File: config.mk
export PLATFORM = sky130hd
export DESIGN_NAME = next_audio_sample_decoder
export DESIGN_NICKNAME = d
export VERILOG_FILES = /design/src/rtl/next_audio_sample_decoder.sv
export SDC_FILE = /design/constraint.sdc
export NUM_CORES = 1
export LEC_CHECK = 0
export CAP_MARGIN = 20
export CORE_MARGIN = 4
export CORE_UTILIZATION = 55
export CTS_CLUSTER_DIAMETER = 120
export DETAILED_ROUTE_END_ITERATION = 6
export GPL_ROUTABILITY_DRIVEN = 0
export GPL_TIMING_DRIVEN = 0
export MAX_ROUTING_LAYER = met4
export PLACE_DENSITY = 0.75
export RECOVER_POWER = 50
export SYNTH_ARGS = -nofsm -noshare
export SYNTH_HDL_FRONTEND = slang
export SYNTH_SLANG_ARGS = --single-unit
File: constraint.sdc
create_clock -name in_clk -period 3.68 [get_ports in_clk]
set_input_delay 0.368 -clock in_clk [delete_from_list [all_inputs] [get_ports in_clk]]
set_output_delay 0.368 -clock in_clk [all_outputs]
set_load 0.005 [all_outputs]
File: src/rtl/next_audio_sample_decoder.sv
// next_audio_sample_decoder
// Recognises NeXT sound command bytes, assembles 4-byte stereo samples
// (MSB first) into 32-bit words, buffers them in a small FIFO and hands
// out exactly one word per sender request. Also generates the start/end
// strobes and the 22 kHz rate level for the I2S sender.
//
// Optional build macro: DECODER_SILENCE_FILL_EN
//   defined   - a request on an empty FIFO returns a zero word with out_valid
//   undefined - a request on an empty FIFO only pulses underrun
//
// Assembler states:
//   state | meaning
//   IDLE  | waiting for a command; data bytes here are framing errors
//   B0    | sample command seen, expecting byte 0 (lands in [31:24])
//   B1    | expecting byte 1
//   B2    | expecting byte 2
//   B3    | expecting byte 3; completing it pushes the word
module next_audio_sample_decoder #(
    parameter int         DEPTH         = 4,
    parameter logic [7:0] CMD_START_44K = 8'hC7,
    parameter logic [7:0] CMD_START_22K = 8'hC5,
    parameter logic [7:0] CMD_END       = 8'hC4,
    parameter logic [7:0] CMD_SAMPLE    = 8'hC0
) (
    input  logic                     in_clk,
    input  logic                     reset,
    input  logic                     rx_valid,
    input  logic [7:0]               rx_data,
    input  logic                     rx_is_cmd,
    input  logic                     sample_req,
    output logic                     out_valid,
    output logic [31:0]              out_data,
    output logic                     audio_start_out,
    output logic                     audio_end_out,
    output logic                     audio_22k_out,
    output logic [$clog2(DEPTH):0]   fifo_level,
    output logic                     overflow,
    output logic                     framing_err,
    output logic                     underrun
);

    localparam int AW = $clog2(DEPTH);
    localparam logic [AW:0] FULL_LEVEL = DEPTH[AW:0];

    localparam logic [2:0] IDLE = 3'd0;
    localparam logic [2:0] B0   = 3'd1;
    localparam logic [2:0] B1   = 3'd2;
    localparam logic [2:0] B2   = 3'd3;
    localparam logic [2:0] B3   = 3'd4;

    logic [2:0]    state;
    logic [2:0]    state_nxt;
    logic [31:0]   asm_word;
    logic [31:0]   mem [DEPTH];
    logic [AW-1:0] wr_ptr;
    logic [AW-1:0] rd_ptr;
    logic [AW:0]   count;

    logic cmd_byte;
    logic data_byte;
    logic start_cmd;
    logic end_cmd;
    logic flush;
    logic frame_set;
    logic push;
    logic pop_req;
    logic fifo_empty;
    logic fifo_full;
    logic do_pop;
    logic do_push;
    logic ovf_set;
    logic [31:0] push_word;

    // Decode the current byte and resolve FIFO push/pop/flush for this cycle
    always_comb begin
        cmd_byte   = rx_valid && rx_is_cmd;
        data_byte  = rx_valid && !rx_is_cmd;
        start_cmd  = cmd_byte && (rx_data == CMD_START_44K || rx_data == CMD_START_22K);
        end_cmd    = cmd_byte && (rx_data == CMD_END);
        flush      = start_cmd || end_cmd;
        frame_set  = (cmd_byte && state != IDLE) || (data_byte && state == IDLE);
        push       = data_byte && state == B3;
        push_word  = {asm_word[23:0], rx_data};
        fifo_empty = (count == '0);
        fifo_full  = (count == FULL_LEVEL);
        // A flush discards whatever a request would have taken.
        pop_req    = sample_req && !flush;
        do_pop     = pop_req && !fifo_empty;
        // Popping a full FIFO frees the slot the concurrent push needs.
        do_push    = push && (!fifo_full || do_pop);
        ovf_set    = push && fifo_full && !do_pop;
    end

    // Assembler next state: a command always restarts framing
    always_comb begin
        state_nxt = state;
        if (cmd_byte) begin
            state_nxt = (rx_data == CMD_SAMPLE) ? B0 : IDLE;
        end else if (data_byte) begin
            case (state)
                B0:      state_nxt = B1;
                B1:      state_nxt = B2;
                B2:      state_nxt = B3;
                default: state_nxt = IDLE;
            endcase
        end
    end

    // Assembler state and byte shift register
    always_ff @(posedge in_clk or posedge reset) begin
        if (reset) begin
            state    <= IDLE;
            asm_word <= '0;
        end else begin
            state <= state_nxt;
            if (data_byte && state != IDLE) begin
                asm_word <= push_word;
            end
        end
    end

    // FIFO storage; contents are only meaningful below count, so no reset
    always_ff @(posedge in_clk) begin
        if (do_push && !flush) begin
            mem[wr_ptr] <= push_word;
        end
    end

    // FIFO pointers and occupancy
    always_ff @(posedge in_clk or posedge reset) begin
        if (reset) begin
            wr_ptr <= '0;
            rd_ptr <= '0;
            count  <= '0;
        end else if (flush) begin
            wr_ptr <= '0;
            rd_ptr <= '0;
            count  <= '0;
        end else begin
            if (do_push) wr_ptr <= wr_ptr + 1'b1;
            if (do_pop)  rd_ptr <= rd_ptr + 1'b1;
            case ({do_push, do_pop})
                2'b10:   count <= count + 1'b1;
                2'b01:   count <= count - 1'b1;
                default: count <= count;
            endcase
        end
    end

    // Output word, strobes and status flags
    always_ff @(posedge in_clk or posedge reset) begin
        if (reset) begin
            out_valid       <= 1'b0;
            out_data        <= '0;
            audio_start_out <= 1'b0;
            audio_end_out   <= 1'b0;
            audio_22k_out   <= 1'b0;
            overflow        <= 1'b0;
            framing_err     <= 1'b0;
            underrun        <= 1'b0;
        end else begin
            out_valid <= do_pop;
            if (do_pop) begin
                out_data <= mem[rd_ptr];
            end
`ifdef DECODER_SILENCE_FILL_EN
            else if (pop_req && fifo_empty) begin
                out_valid <= 1'b1;
                out_data  <= '0;
            end
`endif
            underrun        <= sample_req && fifo_empty;
            audio_start_out <= start_cmd;
            audio_end_out   <= end_cmd;
            if (start_cmd) begin
                audio_22k_out <= (rx_data == CMD_START_22K);
            end
            // A start clears the sticky flags; an error seen in the same
            // cycle (start arriving mid-sample) still gets recorded.
            if (ovf_set)        overflow <= 1'b1;
            else if (start_cmd) overflow <= 1'b0;
            if (frame_set)      framing_err <= 1'b1;
            else if (start_cmd) framing_err <= 1'b0;
        end
    end

    assign fifo_level = count;

endmodule

# Yosys cells after proc, flatten, opt, wreduce, memory -nomap -nowiden
# Memories as Yosys holds them, arrays and structs flattened. A register that Yosys moved wholly into a read port is not among the register bits.
# Index checks and enable logic that the tools add are counted.
# op_classes
n_addsub,4
eq_ne,11
muxes,15
reduce_logical,33
# op_table
cell,count
"8-bit == test, second input constant",4
1-bit logical AND,15
2-bit nonzero test,5
3-bit 2-to-1 mux,3
3-bit case mux with 3 select lines,1
2-bit 2-to-1 mux,4
"3-bit by 2-bit == test with 1-bit output, second input constant",2
"3-bit == test, second input constant",2
3-bit logical NOT,2
1-bit 2-to-1 mux,6
3-bit case mux with 2 select lines,1
3-bit nonzero test,2
1-bit logical NOT,5
"2-bit by 1-bit adder with 2-bit output, second input constant",2
1-bit logical OR,4
"3-bit by 1-bit adder with 3-bit output, second input constant",1
"3-bit by 1-bit == test with 1-bit output, second input constant",1
"3-bit by 1-bit subtractor with 3-bit output, second input constant",1
"2-bit by 1-bit == test with 1-bit output, second input constant",1
"2-bit == test, second input constant",1
# totals
reg_bits,41
ram_bits,128
inputBits,13
elab_cells,76
mem_count,1
# memory_table
memory,words,word_bits,rd,rd_ports_with_merged_regs,wr,line,text
mem,4,32,1,1,1,54,logic [31:0] mem [DEPTH];

# Logic depth before layout (Yosys ltp)
# Gate-level depths: netlist (run 1).
# logic_depth
word_depth,12
depth_mapped,10
mapped_depth_nobuf,8

# Worst setup path before layout (run 1)
# No wires, ideal clock.
# synth_timing
path_type,register to register
startpoint,reg state[0]
endpoint,reg count[2] (netlist: fifo_level[2])
arrival_time_ns,2.532
path_slack_ns,1.066
path_stages_with_launch,11
cell_sequence,dfrtp_1 -> clkbuf_1 -> nor4b_4 -> and2_0 -> clkbuf_1 -> nor3_1 -> fa_1 -> or2_2 -> a211oi_1 -> o21ai_0 -> a31oi_1
# synth_between
elab_chain_len,6
elab_cells_between_ends,8
cone_classes,3 x eq/ne; 2 x mux; 3 x reduce/logical
# synth_rtl
item,line,text
start: declaration,51,logic [2:0] state;
start signal: assignment,115,state <= state_nxt;
3-bit == test (*),82,push = data_byte && state == B3;
1-bit logical AND (*),82,
1-bit logical AND (*),90,do_push = push && (!fifo_full || do_pop);
2-bit by 1-bit == test with 1-bit output / 2-bit == test (equally long branches),142,"case ({do_push, do_pop})"
3-bit case mux with 2 select lines,142,
3-bit 2-to-1 mux,135,end else if (flush) begin
end signal: assignment,143,2'b10: count <= count + 1'b1;
end signal: assignment,144,2'b01: count <= count - 1'b1;
end signal: assignment,145,default: count <= count;
end: declaration,57,logic [AW:0] count;
# Every way passes the cells marked *; elsewhere a longest branch is shown, timed or not.
# A chain may end at the register's enable or synchronous reset.

# Worst setup path in the final report (run 1)
# layout_timing
startpoint,in rx_data[3]
endpoint,reg count[2] (netlist: fifo_level[2])
# layout_between
elab_chain_len,12
elab_cells_between_ends,17
cone_classes,5 x eq/ne; 2 x mux; 10 x reduce/logical
# layout_rtl
item,line,text
start: declaration,28,"input logic [7:0] rx_data,"
8-bit == test,78,start_cmd = cmd_byte && (rx_data == CMD_START_44K || rx_data == CMD_START_22K);
1-bit logical OR,78,
1-bit logical AND,78,
1-bit logical OR (*),80,flush = start_cmd || end_cmd;
1-bit logical NOT,87,pop_req = sample_req && !flush;
1-bit logical AND,87,
1-bit logical AND,88,do_pop = pop_req && !fifo_empty;
1-bit logical OR,90,
1-bit logical AND,90,
2-bit by 1-bit == test with 1-bit output / 2-bit == test (equally long branches),142,
3-bit case mux with 2 select lines,142,
3-bit 2-to-1 mux,135,
# Marked as above.

==> results of run 1 <==
-- stage by stage --
stage                     setup slack [ns]  hold slack, ns
after detailed placement            0.1250          0.4775
after floorplan                      1.066          0.4644
after global routing                0.2508          0.5166
after global placement             -0.1203          0.4654
final                               0.5079          0.4858
after CTS                           0.5953          0.2839
-- kinds of logic (layout without fill, tap and decap cells) --
kind of cell,Yosys count,count (layout),synth area share (%)
buffers and inverters,30,124,1.795
AND/OR/NAND/NOR,47,47,3.972
XOR/XNOR,4,4,0.4448
multiplexers,88,88,18.49
adder cells (fa/ha/maj),5,5,0.8898
flip-flops,201,201,72.01
AO/OA/AOI/OAI,28,28,2.399
-- worst min-delay path, stage by stage, from the launching register on --
cell and delay [ns]:
dfrtp_1 0.34, nand2_1 0.05, o21ai_0 0.06
-- area by class of cell --
class	instances	share of cell area, %
Clock inverter	7	0.8809
Clock buffer	30	6.393
Multi-Input combinational cell	172	22.06
Timing Repair Buffer	57	6.247
Inverter	8	0.3337
Tap cell	180	2.403
Sequential cell	201	60.49
Buffer	22	1.188
-- placed cells by master, fill, tap and decap left out, types with 7 or more instances in the layout --
cell type        synthesis  final
mux2_4                  28     28
nor2_1                   8      8
dfrtp_1                 73     73
clkdlybuf4s50_1          0     26
clkbuf_16                0     21
mux2_2                  28     28
clkbuf_1                14     19
dlygate4sd3_1            0     28
inv_1                    8      7
edfxtp_1               128    128
o21ai_0                  7      7
mux4_2                  32     32
-- state kept, by name (all words and copies together), names as in the netlist --
register,count
wr_ptr,2
overflow,1
underrun,1
framing_err,1
out_data,32
fifo_level,3
asm_word,24
out_valid,1
audio_22k_out,1
rd_ptr,2
state,3
audio_start_out,1
audio_end_out,1
mem,128
-- power by group --
part | switching [mW] | internal, mW | total (mW)
combinational | 0.794 | 1.20 | 1.99
clock | 0.801 | 1.27 | 2.07
sequential | 0.345 | 2.94 | 3.28
total | 1.94 | 5.41 | 7.34
-- routing by layer --
layer	wire (um)	global-route usage, %	vias up
met2	7627	32.80	101
li1	-	-	1731
met1	6131	25.29	2053
met4	420	6.055	0
met5	0	-	-
met3	579	2.500	33
-- final timing paths --
path                                      end  slack, ns  cells after the start
worst max register to register  fifo_level[2]       0.67                     10
worst max-delay path            fifo_level[2]       0.51                      9
worst min register to register       overflow       0.49                      2
max in group asynchronous        asm_word[17]       1.27                      3
worst min-delay path                 overflow       0.49                      2
min in group asynchronous           wr_ptr[0]       0.72                      2
==> flow_metrics.env, run 1 <==
export IMPL_yosysTopAreaCell="edfxtp_1"
export IMPL_fin_skew_ns=0.006595
export IMPL_yosysWarningCount=0
export IMPL_final_cells=677
export IMPL_wirelength_um=14760
export IMPL_antenna_found_initial=0
export IMPL_power_density_nw_per_um2=783.5
export IMPL_p_leak_nw=3.472
export IMPL_multi_input_area_sq_um=2068
export IMPL_status="finished, violations left"
export IMPL_slew_violations=33
export IMPL_synth_edf_count=128
export IMPL_clk_pin_slew_ns=0.06
export IMPL_core_area_sq_um=13930
export IMPL_num_vias=3918
export IMPL_cts_tree="built"
export IMPL_pin_count=55
export IMPL_final_util_pct=67.27
export IMPL_drt_iter0_drc=182
export IMPL_clk_path_buf_depth=3
export IMPL_ant_nets=0
export IMPL_clock_sinks=201
export IMPL_critPathMaxFanout=9
export IMPL_max_stage_delay_ns=0.68
export IMPL_post_route_min_period_ns=3.172
export IMPL_area_growth_syn_to_layout_pct=19.03
export IMPL_ir_worst_vdd_v=0.0004209
export IMPL_routed_via_density=5.787
export IMPL_synthTopCellsByCount="128 x edfxtp_1, 73 x dfrtp_1, 32 x mux4_2"
export IMPL_crit_required_ns=4.08
export IMPL_worstSetupPathType="input port to flop"
export IMPL_violations="max-capacitance violations, max-slew violations"
export IMPL_start_util_pct=56.51
export IMPL_critPathLaunch="rx_data[3]"
export IMPL_path_delay_family="simple AND/OR/NAND/NOR gates"
export IMPL_rows=43
export IMPL_worstPathCellList="dlygate4sd3_1, nor3_1, nor4b_4, nor3_1, fa_1, or2_2, a211oi_1, o21ai_0, a31oi_1"
export IMPL_fillers=907
export IMPL_cp_arrival_ns=3.57
export IMPL_grt_max_degree=43
export IMPL_r2r_start="state[0]"
export IMPL_cp_slowest_cell="nor4b_4"
export IMPL_first_pass_iters=4
export IMPL_synth_area_leaders="edfxtp_1 49%, dfrtp_1 23%, mux4_2 9.2%, mux2_4 5.3%, mux2_2 4.0%"
export IMPL_setup_viol=0
export IMPL_finalCritPeriodShare_pct=86.20
export IMPL_wl_per_cell_um=21.80
export IMPL_placedCellCount=640
export IMPL_final_setup_tns_ns=0
export IMPL_hold_violations=0
export IMPL_postCtsSetupRepairBufs=0
export IMPL_root_buffer="clkbuf_16"
export IMPL_drive_gt1_share_pct=28.57
export IMPL_clock_latency_ns=0.47
export IMPL_hp_class="flop to flop"
export IMPL_synth_async_sr_flop_share_pct=36.32
export IMPL_worstSetupStartpointType="input port"
export IMPL_maxCapViolCount=1
export IMPL_place_hpwl_um=8827
export IMPL_placed_area_sq_um=8716
export IMPL_htree_levels=1
export IMPL_drcViolationCount=0
export IMPL_crit_top_cell="nor3_1"
export IMPL_grt_util_all_layers_pct=19.52
export IMPL_power_mw=7.345
export IMPL_die_height_um=127.7
export IMPL_gr_total_overflow=0
export IMPL_regArea_sq_um=5670
export IMPL_ys_seq_area_share_pct=72.01
export IMPL_antennaDiodeCount=0
export IMPL_nets=501
export IMPL_syn_instance_count=403
export IMPL_place_port_buffers=54
export IMPL_min_from="overflow"
export IMPL_clock_fmax_mhz=315.2
export IMPL_final_area_sq_um=9374
export IMPL_ys_flop_type="edfxtp_1"
export IMPL_maxSlewHeadroom_pct=-5.740
export IMPL_synth_top_cell_area_share_pct=48.81
export IMPL_die_width_um=127.7
export IMPL_critical_path_buf_inv_count=1
export IMPL_cp_end_kind="flop"
export IMPL_grt_pass1_vias=4302
export IMPL_syn_num_nets=421
export IMPL_cts_buffers=21
export IMPL_rsz0062_at_grt="false"
export IMPL_design_die_area_sq_um=16300
export IMPL_grt_pass1_wl_um=23760
export IMPL_post_synth_cell_area_avg_sq_um=19.54
export IMPL_cts_resized=0
export IMPL_worstMarginPinSlew_ns=1.577
export IMPL_holdBufCountCts=0
export IMPL_synth_most_common_cell="edfxtp_1"
export IMPL_syn_area_sq_um=7875
export IMPL_yosysUniqueCellTypes=43
export IMPL_yosys_register_bits=201
No activity file was read; power rests on OpenSTA's default activity.
==> run 2, diff against run 1 <==
--- a/config.mk
+++ b/config.mk
@@ -6,7 +6,7 @@
 export NUM_CORES = 1
 export LEC_CHECK = 0
 export CAP_MARGIN = 20
-export CORE_MARGIN = 4
+export CORE_MARGIN = 2
 export CORE_UTILIZATION = 55
 export CTS_CLUSTER_DIAMETER = 120
 export DETAILED_ROUTE_END_ITERATION = 6
@@ -15,6 +15,7 @@
 export MAX_ROUTING_LAYER = met4
 export PLACE_DENSITY = 0.75
 export RECOVER_POWER = 50
+export SLEW_MARGIN = 20
 export SYNTH_ARGS = -nofsm -noshare
 export SYNTH_HDL_FRONTEND = slang
 export SYNTH_SLANG_ARGS = --single-unit
==> run 2 against run 1 <==
Compared with the run above:
- the run still ends with max-capacitance violations, max-slew violations left
- fmax increased by 1.3%
- sequential cell count unchanged
- die area shrank 6.2%
- sequential share of layout area down 0.50 points
- highest routed layer unchanged
==> flow_metrics.env, run 2 (same netlist as run 1, synthesis figures left out) <==
export IMPL_rrSetupSlack_ns=0.72
export IMPL_drcViolationCount=0
export IMPL_finalCritPeriodShare_pct=85.13
export IMPL_cp_arrival_ns=3.53
export IMPL_clk_pin_slew_ns=0.06
export IMPL_power_density_nw_per_um2=785.9
export IMPL_setup_viol=0
export IMPL_drive_gt1_share_pct=29.40
export IMPL_first_pass_iters=5
export IMPL_num_vias=3957
export IMPL_maxSlewHeadroom_pct=-15.40
export IMPL_antennaDiodeCount=0
export IMPL_start_util_pct=56.51
export IMPL_slew_violations=37
export IMPL_cp_end_kind="flop"
export IMPL_hp_class="flop to flop"
export IMPL_switching_share_pct=26.46
export IMPL_regArea_sq_um=5670
export IMPL_p_int_mw=5.462
export IMPL_rows=43
export IMPL_comb_power_share_pct=26.9
export IMPL_reg2reg_depth=10
export IMPL_grt_util_all_layers_pct=20.58
export IMPL_wirelength_um=14520
export IMPL_cts_buffers=21
export IMPL_core_area_sq_um=13930
export IMPL_gr_total_overflow=0
export IMPL_clkPwrFrac_pct=28.9
export IMPL_clock_fmax_mhz=319.2
export IMPL_clk_path_buf_depth=3
export IMPL_critPathLaunch="rx_data[3]"
export IMPL_grt_pass1_wl_um=22760
export IMPL_antenna_found_initial=0
export IMPL_rsz0062_at_grt="false"
export IMPL_final_area_sq_um=9452
export IMPL_drt_iter0_drc=272
export IMPL_worstMarginPinSlew_ns=1.722
export IMPL_hold_violations=0
export IMPL_status="finished, violations left"
export IMPL_placed_area_sq_um=8748
export IMPL_r2r_end="fifo_level[2]"
export IMPL_htree_levels=1
export IMPL_violations="max-capacitance violations, max-slew violations"
export IMPL_root_buffer="clkbuf_16"
export IMPL_routed_via_density=5.819
export IMPL_ir_worst_vdd_v=0.0004377
export IMPL_pre_cts_ws_ns=0.2073
export IMPL_largestRegisters="mem: 128 flops, out_data: 32 flops, asm_word: 24 flops"
export IMPL_postCtsSetupRepairBufs=0
export IMPL_die_height_um=123.7
export IMPL_fillers=877
export IMPL_worstSetupStartpointType="input port"
export IMPL_layout_common_cells="128 x edfxtp_1, 73 x dfrtp_1, 32 x mux4_2"
export IMPL_design_die_area_sq_um=15290
export IMPL_cts_tree="built"
export IMPL_pin_count=55
export IMPL_cts_resized=0
export IMPL_r2r_start="state[0]"
export IMPL_wl_per_cell_um=21.36
export IMPL_place_hpwl_um=8815
export IMPL_die_width_um=123.7
export IMPL_top_register="mem"
export IMPL_p_sw_mw=1.965
export IMPL_clock_sinks=201
export IMPL_ant_nets=0
export IMPL_worstSetupPathType="input port to flop"
export IMPL_grt_max_degree=39
export IMPL_crit_end="fifo_level[2]"
export IMPL_place_port_buffers=54
export IMPL_final_common_cell="edfxtp_1"
export IMPL_worst_slack_ns=0.5473
export IMPL_post_route_min_period_ns=3.133
export IMPL_seqPwrFrac_pct=44.2
export IMPL_p_leak_nw=3.511
export IMPL_crit_required_ns=4.08
export IMPL_holdBufCountCts=0
export IMPL_grt_pass1_vias=4164
export IMPL_nets=503
export IMPL_whs_ns=0.4823
export IMPL_fin_skew_ns=0.01121
export IMPL_area_growth_syn_to_layout_pct=20.02
export IMPL_maxCapViolCount=1
export IMPL_multi_input_area_sq_um=2068
export IMPL_largest_reg_flops=128
export IMPL_clock_latency_ns=0.49
export IMPL_critPathMaxFanout=9
## run 2: critical path: stages
cell and delay, ns:
dlygate4sd3_1 0.63, nor3_1 0.46, nor4b_4 0.66, nor3_1 0.14, fa_1 0.46, or2_2 0.32, a211oi_1 0.17, o21ai_0 0.13
a31oi_1 0.19
## run 2: worst min-delay path by stage
stage / start / end / slack, ns / depth (start not counted)
5_1_grt: audio_22k_out / audio_22k_out / 0.52 / 2
3_5_place_dp: audio_22k_out / audio_22k_out / 0.48 / 2
6_report: audio_22k_out / audio_22k_out / 0.48 / 2
3_3_place_gp: audio_22k_out / audio_22k_out / 0.47 / 2
4_1_cts: reset / out_data[31] / 0.30 / 2
2_1_floorplan: rx_valid / state[2] / 0.46 / 1
## run 2: final cells by class
class | instances | area share, %
repair buffers | 59 | 6.619
clock buffers | 30 | 6.566
well taps | 180 | 2.383
clock inverters | 8 | 1.046
flip-flops and latches | 201 | 59.99
multi-input cells | 172 | 21.88
inverters | 8 | 0.3310
plain buffers | 22 | 1.178
## run 2: power by group through the flow
stage | Sequential, mW | Combinational, mW | Clock [mW]
6_report | 3.28 | 2.00 | 2.14
5_1_grt | 3.34 | 2.15 | 2.27
4_1_cts | 3.29 | 2.05 | 2.18
3_5_place_dp | 3.33 | 2.03 | 0
3_3_place_gp | 3.30 | 1.97 | 0
2_1_floorplan | 3.23 | 1.31 | 0
## run 2: per-layer routing
metal	track usage (%)	share of wire (%)	wire length, um
met1	26.69	40	5861
met2	34.55	53	7678
met3	2.793	5.1	746
met4	5.895	1.6	237
met5	-	0	0
## run 2: metrics by stage
step / util [%] / total power [mW] / cells / TNS [ns]
2_1_floorplan: - / 4.545 / 403 / 0
3_3_place_gp: 62.01 / 5.269 / 637 / -15.17
3_5_place_dp: 62.78 / 5.366 / 642 / 0
4_1_cts: 67.94 / 7.525 / 680 / 0
5_1_grt: 67.83 / 7.763 / 680 / 0
6_report: 67.83 / 7.428 / 680 / 0
